$ cat src/rtl/soma_pkg.sv
// Shared widths and state encoding for the sequential four-operand adder.
package soma_pkg;

    localparam int W_AB  = 4;
    localparam int W_CD  = 3;
    localparam int W_ACC = 6;

    localparam logic [1:0] IDLE = 2'd0;
    localparam logic [1:0] SUM  = 2'd1;
    localparam logic [1:0] DONE = 2'd2;

    // The spare code 2'd3 is never entered and decodes back to IDLE.
    typedef enum logic [1:0] {
        S_IDLE = IDLE,
        S_SUM  = SUM,
        S_DONE = DONE,
        S_RSVD = 2'd3
    } state_t;

endpackage

$ cat src/rtl/soma_seq_ctrl_somador_6b.sv
// Combinational 6-bit unsigned adder; the carry out is not needed because sums never exceed 44.
module somador_6b
    import soma_pkg::*;
(
    input  logic [W_ACC-1:0] a,
    input  logic [W_ACC-1:0] b,
    output logic [W_ACC-1:0] s
);

    assign s = a + b;

endmodule

$ cat src/rtl/soma_seq_ctrl.sv
// Sequential controller: captures four operands and sums them one per cycle through one shared adder.
module soma_seq_ctrl
    import soma_pkg::*;
(
    input  logic            clk,
    input  logic            rst_n,
    input  logic            start,
    input  logic [W_AB-1:0] A,
    input  logic [W_AB-1:0] B,
    input  logic [W_CD-1:0] C,
    input  logic [W_CD-1:0] D,
    output logic            busy,
    output logic            done,
    output logic [5:0]      S6,
    output logic [4:0]      S5,
    output logic [3:0]      S4,
    output logic [2:0]      S3,
    output logic            ovf5,
    output logic            ovf4,
    output logic            ovf3
);

    state_t           state_reg, state_next;
    logic [W_ACC-1:0] acc_reg, acc_next;
    logic [1:0]       step_reg, step_next;
    logic [W_ACC-1:0] op_reg  [4];
    logic [W_ACC-1:0] op_next [4];
    logic [W_ACC-1:0] s6_reg, s6_next;
    logic [W_ACC-1:0] add_sum;
    logic             capture;

    somador_6b u_add (
        .a (acc_reg),
        .b (op_reg[step_reg]),
        .s (add_sum)
    );

    assign capture = start && ((state_reg == S_IDLE) || (state_reg == S_DONE));

    always_comb begin
        state_next = state_reg;
        acc_next   = acc_reg;
        step_next  = step_reg;
        s6_next    = s6_reg;
        for (int i = 0; i < 4; i++) op_next[i] = op_reg[i];

        unique case (state_reg)
            S_IDLE, S_DONE: begin
                if (capture) begin
                    op_next[0] = {{(W_ACC-W_AB){1'b0}}, A};
                    op_next[1] = {{(W_ACC-W_AB){1'b0}}, B};
                    op_next[2] = {{(W_ACC-W_CD){1'b0}}, C};
                    op_next[3] = {{(W_ACC-W_CD){1'b0}}, D};
                    acc_next   = '0;
                    step_next  = 2'd0;
                    state_next = S_SUM;
                end else begin
                    state_next = S_IDLE;
                end
            end
            S_SUM: begin
                acc_next  = add_sum;
                step_next = step_reg + 2'd1;
                if (step_reg == 2'd3) begin
                    s6_next    = add_sum;
                    state_next = S_DONE;
                end
            end
            default: state_next = S_IDLE;
        endcase
    end

    always_ff @(posedge clk or negedge rst_n) begin
        if (!rst_n) begin
            state_reg <= S_IDLE;
            acc_reg   <= '0;
            step_reg  <= 2'd0;
            s6_reg    <= '0;
            for (int i = 0; i < 4; i++) op_reg[i] <= '0;
        end else begin
            state_reg <= state_next;
            acc_reg   <= acc_next;
            step_reg  <= step_next;
            s6_reg    <= s6_next;
            for (int i = 0; i < 4; i++) op_reg[i] <= op_next[i];
        end
    end

    // Status decodes straight from the state so reset clears it without waiting for an edge.
    assign busy = (state_reg == S_SUM);
    assign done = (state_reg == S_DONE);

    assign S6   = s6_reg;
    assign S5   = s6_reg[4:0];
    assign S4   = s6_reg[3:0];
    assign S3   = s6_reg[2:0];
    assign ovf5 = s6_reg[5];
    assign ovf4 = |s6_reg[5:4];
    assign ovf3 = |s6_reg[5:3];

endmodule

$ cat config.mk
export PLATFORM = sky130hd
export DESIGN_NAME = soma_seq_ctrl
export DESIGN_NICKNAME = d
export VERILOG_FILES = /design/src/rtl/soma_pkg.sv /design/src/rtl/soma_seq_ctrl_somador_6b.sv /design/src/rtl/soma_seq_ctrl.sv
export SDC_FILE = /design/constraint.sdc
export NUM_CORES = 1
export LEC_CHECK = 0
export BUFFER_PORTS_ARGS = -buffer_cell sky130_fd_sc_hd__buf_2
export CORE_MARGIN = 1
export CORE_UTILIZATION = 55
export DETAILED_ROUTE_END_ITERATION = 10
export GPL_TIMING_DRIVEN = 0
export PLACE_DENSITY = 0.83
export SETUP_SLACK_MARGIN = 0.02
export SYNTH_ARGS = -nofsm -noshare
export SYNTH_HDL_FRONTEND = slang
export SYNTH_SLANG_ARGS = --single-unit
$ cat constraint.sdc
create_clock -name clk -period 6.8 [get_ports clk]
set_clock_uncertainty 0.05 [all_clocks]
set_input_delay 0.34 -clock clk [delete_from_list [all_inputs] [get_ports clk]]
set_output_delay 0.34 -clock clk [all_outputs]
set_load 0.05 [all_outputs]
**Yosys cells after proc, flatten, opt, wreduce, memory -nomap -nowiden**

Index checks and enable logic that the tools add are counted.

- Bitwise gates (word level): 1
- Order comparisons: 1
- Reduce and logical (&&, ||, !) cells: 10
- Multiplexer cells: 10
- Add/sub/neg operators: 2
- Equal/unequal tests: 5

Operators with widths:

| cell | count |
|---|---|
| $mux 6 | 3 |
| $bmux 6 s2 | 1 |
| $pmux 6 s2 | 1 |
| $pmux 2 s2 | 2 |
| $add 6x6->6 | 1 |
| $reduce_and 2->1 | 3 |
| $eq 2x2->1 const B | 2 |
| $mux 2 | 2 |
| $reduce_or 2->1 | 2 |
| $ge 3x3->1 const B | 1 |
| $not 2->3 | 1 |
| $reduce_or 3->1 | 1 |
| $add 2x1->2 const B | 1 |
| $eq 2x1->1 const B | 1 |
| $logic_not 2->1 | 1 |
| $ne 2x1->1 const B | 1 |
| $ne 2x2->1 const B | 1 |
| $reduce_bool 2->1 | 1 |
| $logic_and 1x1->1 | 1 |
| $logic_or 1x1->1 | 1 |
| $mux 1 | 1 |

- Register bits after elaboration: 30
- Word-level logic and storage cells: 37
- Input bits: 17
- Output and inout port bits: 23

**Logic depth before layout (Yosys ltp)**

- Depth after elaboration: 6
- Mapped depth: 8

**Hierarchy**

Synthesis repeated with hierarchy kept, for this count alone.

- Cells, all modules: 150
- Area total of the unflattened synthesis: 1649.1 um2

Modules (own cells, without submodules):

| module | sequential area each (um2) | cells an instance | instances | area each (um2) |
|---|---|---|---|---|
| soma_seq_ctrl | 750.7 | 131 | 1 | 1462.7 |
| somador_6b | 0.0 | 19 | 1 | 186.4 |

**Least setup slack after synthesis**

OpenSTA, ideal clock, no wires.

- Path kind: flip-flop to flip-flop
- Start point: register step_reg[0]
- End point: register acc_reg[4]
- Data required time: 6.631 ns
- Cell stages (with the launch flop): 9
- Data arrival time: 2.251 ns
- Period minus slack after synthesis: 2.419 ns
- Setup slack: 4.381 ns
- Path buffers: 1
- Library setup time: 0.119 ns
- Path through: dfrtp_1 -> buf_2 -> mux4_2 -> ha_1 -> fa_1 -> a21o_1 -> a21oi_1 -> nor3_1 -> a21o_2

- Longest elaborated chain between the ends: 6

RTL lines:

| what | line | RTL |
|---|---|---|
| start: declaration | soma_seq_ctrl.sv:25 | `logic [1:0] step_reg, step_next;` |
| start signal: assignment | soma_seq_ctrl.sv:83 | `step_reg <= step_next;` |
| $not 2->3 (not written as such) | soma_seq_ctrl.sv:34 | `.b (op_reg[step_reg]),` |
| $bmux 6 s2 | soma_seq_ctrl.sv:34 |  |
| $mux 6 (not written as such) (2 in a row) | soma_seq_ctrl.sv:34 |  |
| $add 6x6->6 | soma_seq_ctrl_somador_6b.sv:10 | `assign s = a + b;` |
| $pmux 6 s2 | soma_seq_ctrl.sv:47 | `unique case (state_reg)` |
| end signal: assignment | soma_seq_ctrl.sv:82 | `acc_reg <= acc_next;` |
| end: declaration | soma_seq_ctrl.sv:24 | `logic [W_ACC-1:0] acc_reg, acc_next;` |

No other way between the ends. The select of a mux whose other input is x is not followed.
A chain may end at the register's enable or synchronous reset.

**Worst setup path in the final report**

- Start point: register step_reg[0]
- End point: register s6_reg[4], in the netlist S6[4]

- Longest elaborated chain between the ends: 5
- Elaborated cells on any way between the ends: 7

RTL lines:

| what | line | RTL |
|---|---|---|
| $not 2->3 (not written as such) | soma_seq_ctrl.sv:34 |  |
| $bmux 6 s2 | soma_seq_ctrl.sv:34 |  |
| $mux 6 (not written as such) (2 in a row) | soma_seq_ctrl.sv:34 |  |
| $add 6x6->6 | soma_seq_ctrl_somador_6b.sv:10 |  |
| end signal: assignment | soma_seq_ctrl.sv:84 | `s6_reg <= s6_next;` |
| end: declaration | soma_seq_ctrl.sv:28 | `logic [W_ACC-1:0] s6_reg, s6_next;` |

Parallel ways exist; a longest one is shown, timed or not. The select of a mux whose other input is x is not followed.

==> results.tsv <==
metric	value	unit
status	complete, no violations	
busiest_layer	met2	
drt_first_pass_iters	4	
grt_pass1_vias	992	
cts_buffers	5	
num_vias	1005	
core_area	2520	um^2
crit_chain	buf_2, mux4_2, ha_1, fa_1, a21o_1, a21oi_1, xor2_1, o21ai_0	
drt_wl_total	2.60	mm
postRouteAntennaNets	0	
timing.final.crit_period	2.66	ns
cts_root_buffer	clkbuf_4	
htree_levels	2	
drtIter0Drc	8	
drcViolationCount	0	
layout_common_cells	buf_2, dfrtp_1, mux2_2	
startpoint	step_reg[0]	
ys_warn_count	0	
ioPinCount	40	
r2r_slack	4.14	ns
drive_above_1_share	56.8	%
vias_per_cell	5.23	
synth_sequential_area_ratio	50.3	%
use_met1	23.9	%
rows	18	
min_from	D[1]	
grt_antenna_before_repair	0	
min_path_cells	2	
finalSetupViolations	0	
critical_path_class	reg2reg	
synth_cells	114	
hold_viol_final	0	
slew_headroom	56.7	%
overflow	0	
antenna_cells	0	
path_clk_slew	0.10	ns
die_w	54.1	um
ys_ff_latch	30	
clock_latency	0.34	ns
rsz0062_at_grt	false	
critPathMaxFanout	6	
syn_avg_cell_area	13.1	um^2
synth_cell_types	31	
synth_edf_count	0	
cp.required	6.96	ns
dieHeight	54.1	um
start_util	59.1	%
hold_class	in2reg	
area_growth	20.3	%
port_buffers	39	
max_cap_viol_count	0	
synthArstFlopShare	100	%
final.setup.tns	0	ns
cpMaxStageDelayCell	mux4_2	
cts_buffer_depth	2	
cp-start-kind	flip-flop	
maxSlewViolCount	0	
die_area	2920	um^2
dp_hpwl	1.91	mm
cts.sinks	30	
use_met2	38.5	%
critPathCaptureType	flip-flop	
largest_register_ffs	14	
cpPeakStageDelay	0.52	ns
fmax	0.375	GHz
syn-num-nets	137	
layout_commonest_cell	buf_2	
cts_tree	done	
syn-cell-area	1490	um^2
track_usage	22.4	%
fin_crit_sh	39.2	%
grtUsageMet3	5.93	%
tightest_slew	0.650	ns
worstReg2RegStart	step_reg[0]	
fin_nets	184	
synth_flop_cell	dfrtp_1	
gp_congestion	0.783	
grt_max_degree	31	
rr_worst_depth	8	
critPathArrivalTime	2.83	ns
grt_pass1_wl	4.28	mm
avgRoutedWirePerCell	13.6	um
[synthesized netlist by cell type (2+ instances only)]
library cell,count,area (um^2)
dfrtp_1,30,751
nand2_1,5,18.8
xor2_1,3,26.3
o21ai_0,2,10.0
buf_4,13,97.6
buf_2,3,15.0
a22o_1,5,43.8
mux2_2,18,203
mux4_2,3,67.6
ha_1,5,62.6
a21o_1,2,15.0
nand2_2,2,12.5
nor2_1,3,11.3
nor2b_1,2,12.5
mux2i_1,2,20.0
[per-stage QoR]
| step | area, um^2 | hold slack, ns | std cells | util, % | setup slack [ns] |
|---|---|---|---|---|---|
| floorplan | 1490 | -0.00559 | 114 | - | 4.38 |
| global placement | 1720 | 0.346 | 183 | 68.4 | 4.24 |
| detailed placement | 1720 | 0.359 | 183 | 68.4 | 4.15 |
| CTS | 1790 | 0.168 | 192 | 71.1 | 4.13 |
| global route | 1790 | 0.173 | 192 | 71.1 | 4.01 |
| finish | 1790 | 0.177 | 192 | 71.1 | 4.14 |
[what timing repair did]
action	CTS	global route
resized for setup	0	0
endpoints found under the hold margin	30	0
hold buffers	1	0
endpoints found under the setup margin	0	0
buffers inserted	0	0
[routing by layer]
layer / wire [um] / up-vias
met5: 0 / -
met4: 75 / 0
met3: 158 / 6
met2: 1240 / 45
met1: 1130 / 474
li1: - / 480
[worst max-delay path, delay by kind of cell (launching register included)]
family          cells  cell delay, ns
fa+ha+maj           2            0.64
compound gates      3            0.57
mux                 1            0.52
flops               1            0.36
buf+inv             1            0.22
xor+xnor            1            0.19
[layout make-up]
class / instances / area, um^2
sequential: 30 / 751
fill: 179 / 728
multi-input combinational: 66 / 621
timing repair buffer: 40 / 205
buffer: 16 / 113
clock buffer: 7 / 55.1
tap: 30 / 37.5
inverter: 2 / 7.51
clock inverter: 1 / 5.00
[cell families (layout without fill, tap and decap cells)]
kind of cell | Yosys count | count (layout) | synth area share (%)
AOI/OAI and AO/OA | 16 | 16 | 8.39
xor gates and xnor gates | 4 | 4 | 2.35
adders and majority gates | 6 | 6 | 5.54
buffers and inverters | 18 | 66 | 8.05
DFF | 30 | 30 | 50.3
muxes | 23 | 23 | 19.5
and+or+nand+nor | 17 | 17 | 5.87
[path summary, 6_finish.rpt]
check | end
worst max-delay path | S6[4]
worst min-delay path | op_reg[1]
worst max register to register | S6[4]
worst min register to register | acc_reg[5]
max in group asynchronous | op_reg[7]
min in group asynchronous | S6[1]
Power is left out: the tool's default activity adds up to more than one toggle a clock period on the data nets, which glitch-free logic cannot reach.
